--- config.mk ---
export PLATFORM = sky130hd
export DESIGN_NAME = merak_channel_grant_decoder
export DESIGN_NICKNAME = d
export VERILOG_FILES = /design/src/rtl/merak_channel_grant_decoder.sv
export SDC_FILE = /design/constraint.sdc
export NUM_CORES = 1
export LEC_CHECK = 0
export ABC_AREA = 1
export CORE_MARGIN = 2
export CORE_UTILIZATION = 44
export CTS_BUF_LIST = sky130_fd_sc_hd__clkbuf_4
export CTS_CLUSTER_SIZE = 28
export DETAILED_ROUTE_END_ITERATION = 10
export DONT_BUFFER_PORTS = 1
export PLACE_DENSITY = 0.66
export SLEW_MARGIN = 20
export SYNTH_ARGS = -nofsm -noshare
export SYNTH_HDL_FRONTEND = slang
export SYNTH_SLANG_ARGS = --single-unit
--- constraint.sdc ---
create_clock -name clk -period 2.27 [get_ports clk]
set_clock_uncertainty 0.15 [all_clocks]
set_input_delay 0.227 -clock clk [delete_from_list [all_inputs] [get_ports clk]]
set_output_delay 0.227 -clock clk [all_outputs]
set_load 0.05 [all_outputs]
--- src/rtl/merak_channel_grant_decoder.sv ---
// merak_channel_grant_decoder
//
// Registered 4-to-16 grant decoder for the Merak channel arbiter.
// It takes an encoded channel request and drives a one-hot grant to that
// channel. The grant is held until one of these happens:
//   - the channel signals done
//   - abort is raised
//   - the grant has lasted TIMEOUT cycles
// Every grant is followed by one RELEASE cycle with no grant, so two
// grants are never asserted together.
//
// Ports:
//   clk          clock; all state changes on its rising edge
//   rst_n        synchronous active-low reset
//   req_valid    an encoded channel request is present
//   req_id       encoded channel index (valid with req_valid)
//   req_ready    block is idle and will accept a request this cycle
//   grant        registered one-hot grant, bit i -> channel i
//   grant_id     registered index of the current / last granted channel
//   busy         registered, high while granting or releasing
//   done         per-channel completion; only done[grant_id] matters
//   abort        forces release of the active grant, no error reported
//   timeout_err  registered one-cycle pulse when a grant expires
module merak_channel_grant_decoder #(
  parameter int TIMEOUT = 200,
  parameter int CNT_W   = 8
) (
  input  logic        clk,
  input  logic        rst_n,
  input  logic        req_valid,
  input  logic [3:0]  req_id,
  output logic        req_ready,
  output logic [15:0] grant,
  output logic [3:0]  grant_id,
  output logic        busy,
  input  logic [15:0] done,
  input  logic        abort,
  output logic        timeout_err
);

  typedef enum logic [1:0] {
    S_IDLE    = 2'd0,
    S_GRANT   = 2'd1,
    S_RELEASE = 2'd2
  } state_t;

  // Last value of the grant counter before the grant expires.
  localparam logic [CNT_W-1:0] CNT_LAST = CNT_W'(TIMEOUT - 1);

  state_t             state_q, state_d;
  logic [15:0]        grant_q, grant_d;
  logic [3:0]         grant_id_q, grant_id_d;
  logic               busy_q, busy_d;
  logic               timeout_err_q, timeout_err_d;
  logic [CNT_W-1:0]   cnt_q, cnt_d;

  logic [15:0]        req_onehot;
  logic               done_hit;

  // One comparator per channel turns the encoded index into a one-hot grant.
  genvar gi;
  generate
    for (gi = 0; gi < 16; gi++) begin : g_dec
      assign req_onehot[gi] = (req_id == 4'(gi));
    end
  endgenerate

  // Only the currently granted channel may end its own grant.
  assign done_hit = done[grant_id_q];

  always_comb begin
    state_d       = state_q;
    grant_d       = grant_q;
    grant_id_d    = grant_id_q;
    cnt_d         = cnt_q;
    timeout_err_d = 1'b0;

    case (state_q)
      S_IDLE: begin
        if (req_valid) begin
          state_d    = S_GRANT;
          grant_d    = req_onehot;
          grant_id_d = req_id;
          cnt_d      = '0;
        end
      end
      S_GRANT: begin
        // done has priority over abort, and abort over timeout. As a
        // result, a grant that completes on its final cycle never
        // reports an error.
        if (done_hit || abort) begin
          state_d = S_RELEASE;
          grant_d = '0;
        end else if (cnt_q == CNT_LAST) begin
          state_d       = S_RELEASE;
          grant_d       = '0;
          timeout_err_d = 1'b1;
        end else begin
          cnt_d = cnt_q + CNT_W'(1);
        end
      end
      S_RELEASE: begin
        state_d = S_IDLE;
        grant_d = '0;
      end
      default: begin
        state_d = S_IDLE;
        grant_d = '0;
      end
    endcase

    busy_d = (state_d == S_GRANT) || (state_d == S_RELEASE);
  end

  always_ff @(posedge clk) begin
    if (!rst_n) begin
      state_q       <= S_IDLE;
      grant_q       <= '0;
      grant_id_q    <= '0;
      busy_q        <= 1'b0;
      timeout_err_q <= 1'b0;
      cnt_q         <= '0;
    end else begin
      state_q       <= state_d;
      grant_q       <= grant_d;
      grant_id_q    <= grant_id_d;
      busy_q        <= busy_d;
      timeout_err_q <= timeout_err_d;
      cnt_q         <= cnt_d;
    end
  end

  assign req_ready   = (state_q == S_IDLE);
  assign grant       = grant_q;
  assign grant_id    = grant_id_q;
  assign busy        = busy_q;
  assign timeout_err = timeout_err_q;

endmodule

Yosys cells after proc, flatten, opt, wreduce, memory -nomap -nowiden
Index checks and enable logic that the tools add are counted.
- flip-flop bits (word level): 32
- bits in latches: 0
- bits in writable memories: 0
- bits in read-only memories: 0
- input port bits: 24
- output and inout bits: 23
- logic and storage cells: 57
- memories kept: 0
- add/subtract/negate cells: 1
- multiply operators: 0
- div/mod/pow operators: 0
- $lt $le $gt $ge: 1
- equality and inequality tests: 23
- shift-type cells: 0
- muxes and demuxes: 15
- bitwise operators: 2
- reduce and logical (&&, ||, !) cells: 9
- operators with widths (kind ; number):
    16-bit 2-to-1 mux ; 3
    4-bit equality test (second input constant) ; 8
    16-bit one-hot mux with 2 select lines ; 1
    8-bit 2-to-1 mux ; 3
    4-bit by 3-bit equality test with 1-bit output (second input constant) ; 4
    8-bit one-hot mux with 2 select lines ; 1
    8-bit by 1-bit adder with 8-bit output (second input constant) ; 1
    4-bit by 2-bit equality test with 1-bit output (second input constant) ; 2
    8-bit equality test (second input constant) ; 1
    2-bit 2-to-1 mux ; 3
    2-bit inequality test (second input constant) ; 3
    4-bit by 5-bit < comparator with 1-bit output (second input constant) ; 1
    1-bit binary-select mux with 4-bit select ; 1
    2-bit by 1-bit equality test with 1-bit output (second input constant) ; 2
    4-bit by 1-bit equality test with 1-bit output (second input constant) ; 1
    4-bit logical NOT ; 1
    2-bit one-hot mux with 2 select lines ; 1
    2-bit AND reduction ; 2
    4-bit AND reduction ; 1
    3-bit inequality test (second input constant) ; 1
    3-bit OR reduction ; 1
    2-bit equality test (second input constant) ; 1
    2-bit logical NOT ; 1
    1-bit logical OR ; 2
    3 further kinds ; 5

Logic depth before layout (Yosys ltp)
Gate-level depths: netlist (run 1).
- depth after elaboration: 7
- depth in mapped cells: 12
- gate-level depth less buffers: 10

Worst setup path after synthesis (run 1)
OpenSTA, ideal clock, no wires.
- path type: reg2reg
- start point: register grant_id_q[0] (netlist: grant_id[0])
- end point: register grant_q[10] (netlist: grant[10])
- library setup time: 0.071 ns
- arrival: 1.780 ns
- required time: 2.049 ns
- setup slack: 0.269 ns
- cell stages (with the launch flop): 13
- path buffers: 2
- period minus slack after synthesis: 2.001 ns
- cell sequence: dfxtp_1 -> buf_4 -> inv_4 -> nand2_1 -> nand2_1 -> nand2_1 -> nand3_1 -> nand3_2 -> nand4_4 -> nand2_2 -> buf_4 -> nand2_1 -> a21oi_1
- longest elaborated chain between the ends: 5
- elaborated cells on any way between the ends: 7
- classes of those cells: eq/ne: 1; mux: 4; reduce/logical: 2
- RTL lines (item ; line ; text):
    from (decl) ; 52 ; logic [3:0] grant_id_q, grant_id_d;
    from (signal assigned) ; 126 ; grant_id_q <= grant_id_d;
    1-bit binary-select mux with 4-bit select * ; 69 ; assign done_hit = done[grant_id_q];
    1-bit 2-to-1 mux (implied by the code) * ; 69 ;
    1-bit logical OR * ; 91 ; if (done_hit || abort) begin
    16-bit 2-to-1 mux / 3-bit inequality test (equally long branches) ; - ;
    16-bit one-hot mux with 2 select lines / 2-bit AND reduction (equally long branches) ; - ;
    to (signal assigned) ; 125 ; grant_q <= grant_d;
    to (decl) ; 51 ; logic [15:0] grant_q, grant_d;
Mark *: on every way between the ends. The rest lies on a longest branch, timed or not. The select of a mux whose other input is x is not followed.
A chain may end at the register's enable or synchronous reset.

Worst setup path after layout (run 1)
- start point: register cnt_q[0]
- end point: register cnt_q[7]
- longest elaborated chain between the ends: 4
- elaborated cells on any way between the ends: 7
- classes of those cells: add/sub: 1; eq/ne: 2; mux: 3; reduce/logical: 1
- RTL lines (item ; line ; text):
    from (decl) ; 55 ; logic [CNT_W-1:0] cnt_q, cnt_d;
    from (signal assigned) ; 129 ; cnt_q <= cnt_d;
    8-bit by 1-bit adder with 8-bit output ; 99 ; cnt_d = cnt_q + CNT_W'(1);
    8-bit 2-to-1 mux ; 94 ; end else if (cnt_q == CNT_LAST) begin
    8-bit 2-to-1 mux ; 91 ;
    8-bit one-hot mux with 2 select lines ; 78 ; case (state_q)
Several ways; a longest one is shown, not always the timed one. The select of a mux whose other input is x is not followed.

==> results of run 1 <==
[per-layer routing]
layer  vias up  share of wire, %  track usage (%)  routed length (um)
met3         9               9.1            7.534                 326
met5         -                 0                0                   0
met4         0               2.1            8.594                  76
li1        824                 -                -                   -
met1       689                45            20.64                1632
met2        54                43            29.59                1556
[registers in the layout, summed over array words and instances (netlist names)]
signal,count
timeout_err,1
grant_id,4
state_q,2
grant,16
busy,1
cnt_q,8
[critical path, cell delays in order, from the launching register on]
cell and delay (ns):
dfxtp_1 0.38, ha_1 0.20, nand2_1 0.09, inv_1 0.09
nand3_1 0.10, nor3_2 0.22, nor2_2 0.08, nand4_4 0.18
nand2_1 0.21, nor2_1 0.14, a21oi_1 0.05
[through the flow]
| step | utilization [%] | area (um^2) | setup slack [ns] | hold WS, ns | instances |
|---|---|---|---|---|---|
| floorplan | - | 1654 | 0.2689 | 0.2255 | 245 |
| global placement | 47.38 | 1722 | 0.3149 | 0.2070 | 292 |
| detailed placement | 47.38 | 1722 | 0.3085 | 0.2067 | 292 |
| CTS | 50.45 | 1833 | 0.2641 | 0.02780 | 306 |
| global route | 50.45 | 1833 | 0.01243 | 0.05693 | 306 |
| finish | 50.45 | 1833 | 0.2598 | 0.04407 | 306 |
[where the power goes]
part	total (mW)	switching, mW	internal, mW	leakage, nW
combinational	0.236	0.158	0.0772	0.439
clock	0.305	0.192	0.113	0.0324
sequential	0.650	0.0628	0.588	0.261
total	1.19	0.413	0.778	0.732
[logic make-up (layout without fill, tap and decap cells)]
| family | count (synthesis) | count (layout) | synth area share (%) |
|---|---|---|---|
| adder cells (fa/ha/maj) | 1 | 1 | 0.7563 |
| AND/OR/NAND/NOR | 136 | 136 | 38.81 |
| AO/OA/AOI/OAI | 39 | 39 | 11.95 |
| XOR/XNOR | 1 | 1 | 0.5296 |
| buffers and inverters | 36 | 49 | 9.228 |
| flip-flops | 32 | 32 | 38.73 |
[worst max-delay path by stage]
| stage | slack, ns | startpoint | end | cells past startpoint |
|---|---|---|---|---|
| 3_3_place_gp | 0.31 | grant_id[0] | cnt_q[5] | 10 |
| 5_1_grt | 0.01 | cnt_q[0] | cnt_q[4] | 9 |
| 6_report | 0.26 | cnt_q[0] | cnt_q[7] | 10 |
| 4_1_cts | 0.26 | cnt_q[0] | cnt_q[7] | 10 |
| 2_1_floorplan | 0.27 | grant_id[0] | grant[10] | 12 |
| 3_5_place_dp | 0.31 | cnt_q[0] | cnt_q[2] | 10 |
[cells in the final DEF (no fill, tap or decap)]
cell type / synthesis / final
inv_2: 1 / 1
inv_4: 1 / 1
nor3_1: 5 / 5
nor2_4: 2 / 2
nand2_1: 51 / 51
nand4_4: 1 / 1
or3_1: 1 / 1
dfxtp_1: 32 / 32
o211ai_1: 1 / 1
clkinv_1: 1 / 2
o21ai_0: 9 / 9
nand2_2: 1 / 1
dlygate4sd3_1: 0 / 6
nor3_2: 1 / 1
xor2_1: 1 / 1
nand3_2: 2 / 2
or2_2: 1 / 1
clkbuf_4: 0 / 5
buf_4: 4 / 7
nor2_2: 2 / 2
nor3b_1: 3 / 3
clkinv_2: 0 / 2
a21oi_1: 29 / 29
inv_1: 25 / 25
nand4_1: 1 / 1
ha_1: 1 / 1
nand3_1: 38 / 38
nor2_1: 27 / 27
[cell type report]
type                            instances  area [um^2]
Clock buffer                            5        37.54
Clock inverter                          3        13.76
Fill cell                             387         1800
Inverter                               28        107.6
Multi-Input combinational cell        177        860.8
Sequential cell                        32        640.6
Tap cell                               48        60.06
Timing Repair Buffer                   13        112.6
==> reports/qor.csv, run 1 <==
stage,metric,value,unit
cells_and_area,antennaDiodeCount,0,
logic_synthesis,synth_edf_count,0,
drt,avgViaCountPerCell,5.150,
sta,setup_viol,0,
logic_synthesis,synth_area,0.001654,mm^2
cts,post_cts_buffers,0,
power_and_ir_drop,p_per_area,650.0,mW/mm^2
worst_hold_path,hold_depth,5,
placed_design,portBuffers,0,
cts,cts_resized,0,
cts,cts_hold_buf,6,
drt,ant_nets,0,
logic_synthesis,yosysUniqueCellTypes,26,
cells_and_area,fin_nets,282,
cts,cts_tree,yes,
logic_synthesis,synth_warnings,0,
drt,first_pass_iters,4,
logic_synthesis,synth-seq-area-share,38.73,%
worst_setup_path,path_class,reg -> reg,
sta,hold_viol,0,
sta,post-route-min-period,2.010,ns
logic_synthesis,synthFlopType,dfxtp_1,
sta,setup_tns,0,ns
worst_setup_path,r2r_cells,10,
die,dieArea,0.004266,mm^2
drt,finalWirelength,3591,um
worst_hold_path,hp-class,in -> reg,
worst_setup_path,critPathMaxFanout,15,
cts,htreeDepth,2,
worst_setup_path,arrival,2.08,ns
cts,cts.sinks,32,
cts,clk_path_buf_depth,2,
global_route,grt_overflow,0,
die,core,0.003633,mm^2
global_route,grt_pass1_vias,1487,
run_status,outcome,"finished, final reports clean",
die,die_w,65.32,um
logic_synthesis,yosys-top-cells-area,"dfxtp_1, nand2_1, nand3_1",
sta,clock.fmax,497.5,MHz
sta,slew_violations,0,
sta,fin_crit_sh,88.55,%
cts,cts_buffers,5,
logic_synthesis,netlist.area_leader.share,38.73,%
cells_and_area,drive_gt1_share,10.08,%
die,initial_core_util,45.52,%
logic_synthesis,mappedNetlistNets,270,
drt,drc_errors,0,
logic_synthesis,syn_area_per_cell,6.751,um^2
worst_setup_path,r2r-end,cnt_q[7],
logic_synthesis,ys_top_cells_by_count,"nand2_1, nand3_1, dfxtp_1, a21oi_1, nor2_1",
sta,tightest_slew,0.5178,ns
worst_setup_path,reg2reg_from,cnt_q[0],
logic_synthesis,synth_top_area_cell,dfxtp_1,
power_and_ir_drop,peakVddDrop,0.3673,mV
worst_setup_path,crit_required,2.34,ns
logic_synthesis,ys_ff_latch,32,
power_and_ir_drop,p_leak,0.7319,nW
die,pin_count,47,
drt,wl_per_cell,11.74,um
global_route,grt_pass1_wl,6072,um
worst_setup_path,worstSetupEndpointType,flop,
job,drv_cap,0,
worst_setup_path,rrSetupSlack,0.26,ns
placed_design,place_congestion,0.8500,
sta,max_slew_margin,65.43,%
power_and_ir_drop,total_power,1.191,mW
die,die_y,65.32,um
global_route,grt_max_degree,18,
die,num_rows,22,
cts,clk_pin_slew_worst_paths,0.10,ns
logic_synthesis,synth-async-reset-ratio,0,%
cells_and_area,area_growth,10.82,%
global_route,track_usage,18.19,%
worst_hold_path,hp-start,req_id[1],
sta,rsz0062_at_grt,false,
placed_design,post-dp-hpwl,2586,um
logic_synthesis,synth.most_common_cell,nand2_1,
drt,vias,1576,
worst_hold_path,whs_endpoint,grant[4],
cts,clk_latency,0.34,ns
worst_setup_path,worst_setup_path_start_kind,flop,
cts,clock-root-buffer,clkbuf_4,
logic_synthesis,netlist_instances,245,
global_route,antenna_found_initial,0,
drt,drt-initial-drc-count,93,
Power figures use the tool's default switching activity.
==> run 2: changes to the inputs <==
Settings changed: ABC_AREA 1 to 0.
==> reports/qor.csv, run 2 <==
stage,metric,value,unit,change
run_status,outcome,"finished, final reports clean",,
sta,tightest_slew,0.7023,ns,+0.1846 ns
drt,drc_errors,0,,unchanged
sta,fin_crit_sh,96.13,%,+7.6 points
cts,clk_path_buf_depth,2,,unchanged
cts,clock-root-buffer,clkbuf_4,,
sta,slew_violations,0,,unchanged
global_route,grt_pass1_vias,1331,,-10%
worst_setup_path,crit_required,2.36,ns,+0.02 ns
global_route,grt_pass1_wl,6161,um,+1.5%
placed_design,pre_cts_slack,0.07858,ns,-0.2299 ns
cells_and_area,layout_common_cells,"nand2_1, dfxtp_1, mux2i_1, nor2_1, dlygate4sd3_1",,
cts,post_cts_buffers,0,,unchanged
die,num_rows,21,,-4.5%
sta,setup_viol,0,,unchanged
job,drv_cap,0,,unchanged
die,initial_core_util,45.89,%,+0.37 points
global_route,antenna_found_initial,0,,unchanged
logic_synthesis,synth_top_family_by_area,simple AND/OR/NAND/NOR gates,,
drt,wl_per_cell,15.28,um,+30%
logic_synthesis,synth.most_common_cell,nand2_1,,
logic_synthesis,netlist_instances,165,,-33%
logic_synthesis,netlist.area_leader.share,41.83,%,+3.1 points
power_and_ir_drop,p_per_area,693.9,mW/mm^2,+6.7%
logic_synthesis,synth-async-reset-ratio,0,%,unchanged
sta,post-route-min-period,2.182,ns,+0.1719 ns
cts,cts.sinks,32,,unchanged
worst_setup_path,cpPeakStageDelay,0.49,ns,+0.11 ns
logic_synthesis,synth_simple_gate_area_share,21.90,%,-17 points
drt,ant_nets,0,,unchanged
logic_synthesis,yosysUniqueCellTypes,32,,+23%
placed_design,portBuffers,0,,unchanged
sta,clock.fmax,458.3,MHz,-7.9%
power_and_ir_drop,peakVddDrop,0.4150,mV,+13%
sta,rsz0062_at_grt,false,,
global_route,grt_overflow,0,,unchanged
worst_setup_path,worstSetupEndpointType,flop,,
worst_hold_path,hp-class,in -> reg,,
cells_and_area,final_cells,233,,-24%
logic_synthesis,synthXorXnorAreaFrac,0,%,-0.53 points
drt,top_layer_used,met4,,
placed_design,post-dp-hpwl,2533,um,-2.1%
worst_setup_path,critPathBufInv,1,,unchanged
die,pin_count,47,,unchanged
power_and_ir_drop,p_leak,0.7138,nW,-2.5%
logic_synthesis,synth_warnings,0,,unchanged
die,die_w,63.00,um,-3.6%
global_route,grt_max_degree,18,,unchanged
logic_synthesis,synth_top_area_cell,dfxtp_1,,
cells_and_area,drive_gt1_share,17.11,%,+7.0 points
logic_synthesis,synth_area,0.001531,mm^2,-7.4%
cts,clk_pin_slew_worst_paths,0.10,ns,about the same
drt,drt-initial-drc-count,74,,-20%
cells_and_area,area_growth,21.08,%,
drt,vias,1290,,-18%
sta,max_slew_margin,52.75,%,-13 points
placed_design,dpl.cell_count,215,,-26%
sta,hold_viol,0,,unchanged
cells_and_area,fin_nets,211,,-25%
worst_setup_path,crit_chain,mux4_2 > mux2_4 > a211oi_4 > a21oi_4 > clkbuf_16 > mux2i_1,,
worst_setup_path,path_class,reg -> reg,,
logic_synthesis,synth_fa_ha_area_share,0.8170,%,+0.061 points
drt,wl_met2,1765,um,+13%
cells_and_area,largest_register_ff_count,16,,unchanged
worst_setup_path,cp_top_family,multiplexers,,
cells_and_area,antennaDiodeCount,0,,unchanged
die,die_y,63.00,um,-3.6%
cts,cts_tree,yes,,
logic_synthesis,ys_ff_latch,32,,unchanged
logic_synthesis,synth-seq-area-share,41.83,%,+3.1 points
worst_setup_path,arrival,2.27,ns,+0.19 ns
worst_setup_path,crit_slowest_cell,mux4_2,,
logic_synthesis,synth_mux_area_share,21.73,%,+22 points
global_route,track_usage,19.63,%,+1.4 points
cells_and_area,final_common_cell,nand2_1,,
logic_synthesis,syn_area_per_cell,9.282,um^2,+37%
worst_setup_path,worst_setup_path_start_kind,flop,,
cts,htreeDepth,2,,unchanged
cts,cts_buffers,5,,unchanged
logic_synthesis,yosys-top-cells-area,"dfxtp_1, mux2i_1, nand2_1",,
drt,first_pass_iters,4,,unchanged
logic_synthesis,synth_edf_count,0,,unchanged
cells_and_area,fin_util,55.57,%,+5.1 points
drt,wl_met1,1497,um,-8.3%
worst_setup_path,critPathMaxFanout,8,,-7
logic_synthesis,mappedNetlistNets,190,,-30%
sta,fin_ws,0.08788,ns,-0.1719 ns
die,core,0.003337,mm^2,-8.2%
drt,finalWirelength,3560,um,-0.86%
logic_synthesis,synth_compound_area_share,11.03,%,-0.92 points
die,dieArea,0.003968,mm^2,-7.0%
logic_synthesis,synthFlopType,dfxtp_1,,
logic_synthesis,ys_top_cells_by_count,"nand2_1, dfxtp_1, mux2i_1, nor2_1",,
cts,clk_latency,0.34,ns,about the same
drt,avgViaCountPerCell,5.536,,+7.5%
drt,met3WireLength,213,um,-35%
placed_design,place_congestion,0.7440,,-12%
run 2: final cells by class:
class	count	area (um^2)
Multi-Input combinational cell	124	855.8
Fill cell	302	1483
Clock inverter	2	35.03
Sequential cell	32	650.6
Inverter	4	15.01
Tap cell	46	57.56
Clock buffer	6	45.04
Timing Repair Buffer	19	195.2
run 2: what timing repair did:
action | in CTS | in global routing
resized for setup | 0 | 5
hold buffers | 9 | 0
endpoints found under the setup margin | 0 | 11
hold endpoints to repair | 23 | 0
run 2: cell families after synthesis:
kind of cell             count (synthesis)
AO/OA/AOI/OAI                           21
adder cells (fa/ha/maj)                  1
buffers and inverters                    9
flip-flops                              32
multiplexers                            27
AND/OR/NAND/NOR                         75
run 2: through the flow:
stage / total power [mW] / hold slack (ns) / setup TNS (ns) / cell area, um^2
finish: 1.287 / 0.009152 / 0 / 1854
global route: 1.342 / 0.01614 / 0 / 1854
CTS: 1.274 / 0.004539 / 0 / 1814
detailed placement: 0.8212 / 0.2367 / 0 / 1644
global placement: 0.8173 / 0.2310 / 0 / 1644
floorplan: 0.7803 / 0.2230 / -1.101 / 1533
run 2: worst paths after layout:
path          startpoint  endpoint  slack [ns]  cells after the start
max          grant_id[1]  grant[8]        0.09                      6
min            req_id[0]  grant[1]       0.009                      4
min reg2reg     cnt_q[0]  cnt_q[0]        0.30                      1
max reg2reg  grant_id[1]  grant[8]        0.09                      6
run 2: layer usage:
| metal | track usage, % | vias up |
|---|---|---|
| met5 | 0 | - |
| met4 | 9.167 | 0 |
| met3 | 7.207 | 9 |
| met2 | 30.85 | 34 |
| met1 | 23.76 | 615 |
| li1 | - | 632 |
run 2: worst register-to-register path: stages, from the launching register on:
cell       delay, ns
dfxtp_4         0.39
mux4_2          0.49
mux2_4          0.30
a211oi_4        0.32
a21oi_4         0.13
clkbuf_16       0.19
mux2i_1         0.12
run 2: power by group:
group	internal, mW	switching, mW
registers	0.577	0.0402
logic	0.105	0.119
clock network	0.243	0.202
total	0.925	0.362
